==> src/rtl/hyperbus_pkg.sv <==
// Shared definitions for the HyperBus burst controller: the one-hot state
// encoding, command/address (CA) field positions, RWDS patterns and a
// counter-width helper.
package hyperbus_pkg;

  // One-hot state encoding; any other value is treated as unreachable.
  typedef enum logic [7:0] {
    ST_RESET   = 8'b0000_0001,
    ST_IDLE    = 8'b0000_0010,
    ST_CMD     = 8'b0000_0100,
    ST_LATENCY = 8'b0000_1000,
    ST_WRITE   = 8'b0001_0000,
    ST_READ    = 8'b0010_0000,
    ST_RECOVER = 8'b0100_0000,
    ST_ERROR   = 8'b1000_0000
  } state_t;

  // 48-bit CA word layout.
  localparam int CA_W         = 48;
  localparam int CA_RW_BIT    = 47;
  localparam int CA_AS_BIT    = 46;
  localparam int CA_BURST_BIT = 45;
  localparam int CA_ADR_HI    = 44;
  localparam int CA_ADR_LO    = 16;

  // RWDS patterns: read strobe, and the latency-doubling indication in CMD.
  localparam logic [1:0] RWDS_STROBE = 2'b01;
  localparam logic [1:0] RWDS_LAT2X  = 2'b11;

  localparam int CMD_CYCLES     = 3;
  localparam int RECOVER_CYCLES = 2;

  // Bits needed to hold values 0..maxval.
  function automatic int cnt_width(input int maxval);
    return (maxval < 1) ? 1 : $clog2(maxval + 1);
  endfunction

endpackage

==> src/rtl/hyperbus_ca_shift.sv <==
// Packs the command/address fields into the 48-bit CA word and shifts it out
// 16 bits per cycle during the command phase.
module hyperbus_ca_shift
  import hyperbus_pkg::*;
(
  input  logic        clk,
  input  logic        load,
  input  logic        shift,
  input  logic        we,
  input  logic        reg_space,
  input  logic [31:0] adr,
  output logic [15:0] ca_word
);

  logic [CA_W-1:0] ca;
  logic [CA_W-1:0] ca_packed;

  // CA field packing: read/write, address space, linear burst, word address.
  always_comb begin
    ca_packed                       = '0;
    ca_packed[CA_RW_BIT]            = ~we;
    ca_packed[CA_AS_BIT]            = reg_space;
    ca_packed[CA_BURST_BIT]         = 1'b1;
    ca_packed[CA_ADR_HI:CA_ADR_LO]  = adr[31:3];
    ca_packed[2:0]                  = adr[2:0];
  end

  // Load on command accept, then move the next 16 bits to the top each cycle.
  always_ff @(posedge clk) begin
    if (load) begin
      ca <= ca_packed;
    end else if (shift) begin
      ca <= {ca[CA_W-17:0], 16'h0000};
    end
  end

  assign ca_word = ca[CA_W-1 -: 16];

endmodule

==> src/rtl/hyperbus_burst_ctrl.sv <==
// HyperBus primary controller with linear multi-word bursts, valid/ready
// command and write-data interfaces, per-word read timeout and a clearable
// error state. Define HYPERBUS_WMASK_EN to drive the write byte mask on RWDS;
// without it RWDS is driven low during writes and every byte is written.
module hyperbus_burst_ctrl
  import hyperbus_pkg::*;
#(
  parameter int WIDTH         = 8,
  parameter int TACC_COUNT    = 5,
  parameter int RESET_COUNT   = 2,
  parameter int MAX_BURST     = 16,
  parameter int TIMEOUT       = 15,
  parameter int FIXED_LATENCY = 0,
  localparam int LW           = $clog2(MAX_BURST + 1)
) (
  input  logic               clk,
  input  logic               rst,
  input  logic               cmd_valid,
  output logic               cmd_ready,
  input  logic               cmd_we,
  input  logic               cmd_reg,
  input  logic [31:0]        cmd_adr,
  input  logic [LW-1:0]      cmd_len,
  input  logic               wdat_valid,
  output logic               wdat_ready,
  input  logic [2*WIDTH-1:0] wdat,
  input  logic [1:0]         wmask,
  output logic               rdat_valid,
  output logic [2*WIDTH-1:0] rdat,
  output logic               rdat_last,
  output logic               busy,
  output logic               error_o,
  input  logic               err_clr,
  output logic               hbus_rstn,
  output logic               hbus_csn,
  output logic               hbus_ck_en,
  output logic [2*WIDTH-1:0] dq_o,
  output logic               dq_oe,
  input  logic [2*WIDTH-1:0] dq_i,
  output logic [1:0]         rwds_o,
  output logic               rwds_oe,
  input  logic [1:0]         rwds_i
);

  localparam int DW      = 2 * WIDTH;
  localparam int LAT_MAX = 2 * TACC_COUNT;
  localparam int CNT_MAX = (LAT_MAX > RESET_COUNT) ?
                           ((LAT_MAX > CMD_CYCLES) ? LAT_MAX : CMD_CYCLES) :
                           ((RESET_COUNT > CMD_CYCLES) ? RESET_COUNT : CMD_CYCLES);
  localparam int CW      = cnt_width(CNT_MAX);
  localparam int TW      = cnt_width(TIMEOUT);

  state_t        state;
  logic [CW-1:0] cnt;
  logic [LW-1:0] words;
  logic [TW-1:0] tmo;
  logic          is_write;
  logic [LW-1:0] len_eff;
  logic          lat2x;
  logic          strobe;
  logic          cmd_fire;
  logic [15:0]   ca_word;

  assign cmd_fire = cmd_valid && cmd_ready;
  assign strobe   = (rwds_i == RWDS_STROBE);
  assign lat2x    = (FIXED_LATENCY != 0) || (rwds_i == RWDS_LAT2X);

  // Zero-length commands move one word; oversize lengths clamp to MAX_BURST.
  always_comb begin
    if (cmd_len == '0) begin
      len_eff = LW'(1);
    end else if (cmd_len > LW'(MAX_BURST)) begin
      len_eff = LW'(MAX_BURST);
    end else begin
      len_eff = cmd_len;
    end
  end

  hyperbus_ca_shift u_ca (
    .clk       (clk),
    .load      (cmd_fire),
    .shift     (state == ST_CMD),
    .we        (cmd_we),
    .reg_space (cmd_reg),
    .adr       (cmd_adr),
    .ca_word   (ca_word)
  );

  // Main FSM with phase counter, word counter, read timeout and read capture.
  always_ff @(posedge clk or posedge rst) begin
    if (rst) begin
      state      <= ST_RESET;
      cnt        <= CW'(RESET_COUNT);
      words      <= '0;
      tmo        <= '0;
      is_write   <= 1'b0;
      rdat_valid <= 1'b0;
      rdat_last  <= 1'b0;
      rdat       <= '0;
    end else begin
      rdat_valid <= 1'b0;
      rdat_last  <= 1'b0;
      case (state)
        ST_RESET: begin
          if (cnt == '0) state <= ST_IDLE;
          else           cnt   <= cnt - CW'(1);
        end
        ST_IDLE: begin
          if (cmd_fire) begin
            state    <= ST_CMD;
            cnt      <= '0;
            is_write <= cmd_we;
            words    <= len_eff;
          end
        end
        ST_CMD: begin
          if (cnt == CW'(CMD_CYCLES - 1)) begin
            state <= ST_LATENCY;
            cnt   <= lat2x ? CW'(2 * TACC_COUNT - 1) : CW'(TACC_COUNT - 1);
          end else begin
            cnt <= cnt + CW'(1);
          end
        end
        ST_LATENCY: begin
          if (cnt == '0) begin
            state <= is_write ? ST_WRITE : ST_READ;
            tmo   <= TW'(TIMEOUT);
          end else begin
            cnt <= cnt - CW'(1);
          end
        end
        ST_WRITE: begin
          if (wdat_valid) begin
            words <= words - LW'(1);
            if (words <= LW'(1)) begin
              state <= ST_RECOVER;
              cnt   <= CW'(RECOVER_CYCLES - 1);
            end
          end
        end
        ST_READ: begin
          // A strobe in the same cycle the timeout expires still counts.
          if (strobe) begin
            rdat       <= dq_i;
            rdat_valid <= 1'b1;
            tmo        <= TW'(TIMEOUT);
            words      <= words - LW'(1);
            if (words <= LW'(1)) begin
              rdat_last <= 1'b1;
              state     <= ST_RECOVER;
              cnt       <= CW'(RECOVER_CYCLES - 1);
            end
          end else if (tmo == '0) begin
            state <= ST_ERROR;
          end else begin
            tmo <= tmo - TW'(1);
          end
        end
        ST_RECOVER: begin
          if (cnt == '0) state <= ST_IDLE;
          else           cnt   <= cnt - CW'(1);
        end
        ST_ERROR: begin
          if (err_clr) begin
            state <= ST_RECOVER;
            cnt   <= CW'(RECOVER_CYCLES - 1);
          end
        end
        default: begin
          state <= ST_RESET;
          cnt   <= CW'(RESET_COUNT);
        end
      endcase
    end
  end

  // Pad and handshake controls are decoded straight from the one-hot state
  // register, so an asynchronous reset forces them to idle values at once.
  assign cmd_ready  = (state == ST_IDLE);
  assign wdat_ready = (state == ST_WRITE);
  assign busy       = (state != ST_IDLE);
  assign error_o    = (state == ST_ERROR);
  assign hbus_rstn  = (state != ST_RESET);
  assign hbus_csn   = !(state inside {ST_CMD, ST_LATENCY, ST_WRITE, ST_READ});
  assign hbus_ck_en = (state inside {ST_CMD, ST_LATENCY, ST_READ}) ||
                      ((state == ST_WRITE) && wdat_valid);
  assign dq_oe      = (state inside {ST_CMD, ST_WRITE});
  assign rwds_oe    = (state == ST_WRITE);

  // DQ output mux: CA word during command, write data during write.
  always_comb begin
    dq_o = '0;
    if (state == ST_CMD) begin
      dq_o = DW'(ca_word);
    end else if (state == ST_WRITE) begin
      dq_o = wdat;
    end
  end

`ifdef HYPERBUS_WMASK_EN
  assign rwds_o = (state == ST_WRITE) ? wmask : 2'b00;
`else
  logic unused_wmask;
  assign unused_wmask = ^wmask;
  assign rwds_o       = 2'b00;
`endif

endmodule

==> config.mk <==
export PLATFORM = sky130hd
export DESIGN_NAME = hyperbus_burst_ctrl
export DESIGN_NICKNAME = d
export VERILOG_FILES = /design/src/rtl/hyperbus_pkg.sv /design/src/rtl/hyperbus_ca_shift.sv /design/src/rtl/hyperbus_burst_ctrl.sv
export SDC_FILE = /design/constraint.sdc
export NUM_CORES = 1
export LEC_CHECK = 0
export CAP_MARGIN = 40
export CORE_MARGIN = 3
export CORE_UTILIZATION = 30
export DETAILED_ROUTE_END_ITERATION = 7
export PLACE_DENSITY = 0.57
export SLEW_MARGIN = 20
export SYNTH_ARGS = -nofsm -noshare
export SYNTH_HDL_FRONTEND = slang
export SYNTH_HIERARCHICAL = 1
export SYNTH_SLANG_ARGS = --single-unit
export TNS_END_PERCENT = 20
==> constraint.sdc <==
create_clock -name clk -period 3.2 [get_ports clk]
set_clock_uncertainty 0.2 [all_clocks]
set_input_delay 0.64 -clock clk [delete_from_list [all_inputs] [get_ports clk]]
set_output_delay 0.64 -clock clk [all_outputs]
set_load 0.02 [all_outputs]
==> results.cfg <==
[outcome]
outcome = finished clean

[route]
via_per_inst = 4.858
firstDrtPassIters = 4
ant_nets = 0
drtIter0Drc = 124
wl_um = 10450
wire_per_inst_um = 15.49
drc = 0
num_vias = 3279

[setup_path]
cp.required_ps = 2360
critPathLaunchType = flop
arrival_ps = 2280
cp-end-kind = output pin
regToRegSetupSlack_ps = 460
path_max_fanout = 6
r2r-start = state[6]
worstSetupPathType = reg -> out
startpoint = state[6]

[hold_path]
hold_start = rdat[11]
hold_class = reg -> reg

[logic_synthesis]
ys_top_cells_by_area = edfxtp_1 (25%), dfrtp_1 (24%), nand2_1 (6.2%), a22o_1 (6.1%), buf_4 (3.5%)
synth_top_area_cell = edfxtp_1
synth_compound_area_share_pct = 18.08
synth_simple_gate_area_share_pct = 20.26
async_reset_ff_share_pct = 53.33
synthCells = 385
synth.top_cell.area_share_pct = 25.39
synth_mux_area_share_pct = 0.2800
yosysSeqAreaShare_pct = 50.84
synth_top_family_by_area = simple AND/OR/NAND/NOR gates
syn_area_um2 = 4021
syn_avg_cell_area_um2 = 10.45
ys_warn_count = 6
synth_xor_xnor_area_share_pct = 0.2178
synth-seq-cells = 75
yosysUniqueCellTypes = 70
synth-edff-count = 34
synthAdderAreaFrac_pct = 2.489
synthFlopType = dfrtp_1

[place]
io_buffers = 120
dp.cells = 659
place_congestion = 0.8770
hpwlAfterDp_um = 7556

[layout]
layout_common_cells = clkdlybuf4s50_1 (101), nand2_1 (66), dfrtp_1 (38)
fill_cells = 1222
drive_gt1_share_pct = 12.72
area.growth.synth_to_final_pct = 39.55
final_common_cell = clkdlybuf4s50_1
nets = 586
layoutNonFillerInstCount = 675
final_util_pct = 43.58
insertedDiodeCount = 0

[timing]
worst_pin_slew_ps = 682.4
layout_min_cycle_time_ps = 3121
setup_viol = 0
fmax_mhz = 320.4
finalSetupTns_ps = 0
hold_ws_ps = 272.1
rsz0062_at_grt = no
timing.final.crit_share_pct = 97.54
slew_headroom_pct = 54.03
final_max_slew_viol_count = 0
hold_viol = 0

[clock_tree]
clock-sinks = 75
cts.clk_slew.worst_paths_ps = 60
cts_tree = built
cts_buffer_depth = 2
cts_root_buffer = clkbuf_16
postCtsHoldBufs = 0
cts_setup_buffers = 0
htree_levels = 3
cts_inserted_buffers = 9
worstSkewPairLatency_ps = 340

[grt]
grt_pass1_vias = 3252
grt_pass1_wl_um = 16490
gr-total-overflow = 0
antenna_found_initial = 0
grt_max_degree = 41
grt_usage_pct = 14.21

[power]
intPower_uw = 2449
power_per_cell_area_nw_per_um2 = 654.9
switching_share_pct = 33.37
p_clk_share_pct = 26.7
vdd_drop_max_mv = 0.2616
p_switching_uw = 1226
total_leakage_power_uw = 0.002404
pwr-share-comb_pct = 35.5
seqPwrFrac_pct = 37.8

[die]
die_area_um2 = 14830
start_util_pct = 31.23
core_um2 = 12880
num_io_pins = 125
die_y_um = 121.8
dieWidth_um = 121.8
num_rows = 41

[run]
drv_cap = 0
per-stage QoR:
| step | worst slack, ps | area, um2 | power [uW] |
|---|---|---|---|
| after floorplan | 290.3 | 4025 | 2319 |
| after global placement | 212.6 | 5319 | 2681 |
| after detailed placement | 193.9 | 5319 | 2699 |
| after CTS | 43.27 | 5605 | 3706 |
| after global routing | 39.37 | 5612 | 3909 |
| final | 78.60 | 5612 | 3675 |
worst paths after layout:
kind | cells past startpoint | end
min in group asynchronous | 3 | rdat[4]
hold reg to reg | 2 | rdat[11]
setup reg to reg | 8 | u_ca/ca[47]
max in group asynchronous | 3 | cnt[1]
hold / removal | 2 | rdat[11]
setup / recovery | 4 | error_o
area by class of cell:
type	count	area (um2)	share of cell area, %
Sequential cell	75	2044	36.43
Multi-Input combinational cell	262	1693	30.17
Timing Repair Buffer	133	1304	23.23
Clock buffer	13	271.5	4.838
Tap cell	172	215.2	3.835
Inverter	17	63.81	1.137
Clock inverter	3	20.02	0.3567
critical path, cell delays in order, from the launching register on:
cell and delay, ps:
dfrtp_1 480, or4b_2 720, or2_2 360, inv_1 70, dlygate4sd2_1 320
Yosys cell counts, types with 3 or more instances:
| cell | n |
|---|---|
| o22ai_1 | 3 |
| a21oi_1 | 12 |
| nand2b_1 | 3 |
| nor3_1 | 7 |
| nand3_1 | 7 |
| ha_1 | 8 |
| a22o_1 | 28 |
| a22o_2 | 7 |
| nor3b_1 | 3 |
| inv_1 | 14 |
| nand4_1 | 3 |
| buf_4 | 19 |
| nor2b_1 | 5 |
| nor2_1 | 23 |
| a31oi_1 | 4 |
| nand2_1 | 66 |
| edfxtp_1 | 34 |
| buf_6 | 3 |
| dfrtp_1 | 38 |
| clkbuf_1 | 3 |
| and2_1 | 16 |
| buf_2 | 3 |
| o21ai_0 | 13 |
| a21o_1 | 4 |
sequential cells by signal, summed over array words and instances, names as in the netlist:
signal      cells
u_ca/ca        35
rdat           16
state           8
words           5
cnt             4
tmo             4
is_write        1
rdat_last       1
rdat_valid      1
metal layers:
layer	up-vias	track usage, %	share of wire (%)
li1	1598	-	-
met1	1552	18.16	43
met2	115	22.38	47
met3	14	3.993	7.8
met4	0	6.513	1.9
met5	-	0	0
power by group through the flow:
stage                     logic [uW]  registers, uW  clock network, uW
final                           1300           1390                982
after global routing            1440           1420               1050
after CTS                       1310           1390               1010
after detailed placement        1300           1400                  0
after global placement          1290           1390                  0
after floorplan                  960           1360                  0
timing repair:
action	CTS	global route
setup endpoints to repair	18	1
resized for setup	22	2
endpoints found under the hold margin	0	0
kinds of logic (layout without fill, tap and decap cells):
kind of cell / Yosys count / in the layout
buffers and inverters: 49 / 166
xor gates and xnor gates: 1 / 1
muxes: 1 / 1
AOI/OAI and AO/OA: 95 / 95
adders and majority gates: 8 / 8
DFF: 75 / 75
and+or+nand+nor: 155 / 155
other: 1 / 2
Power figures use the tool's default switching activity.
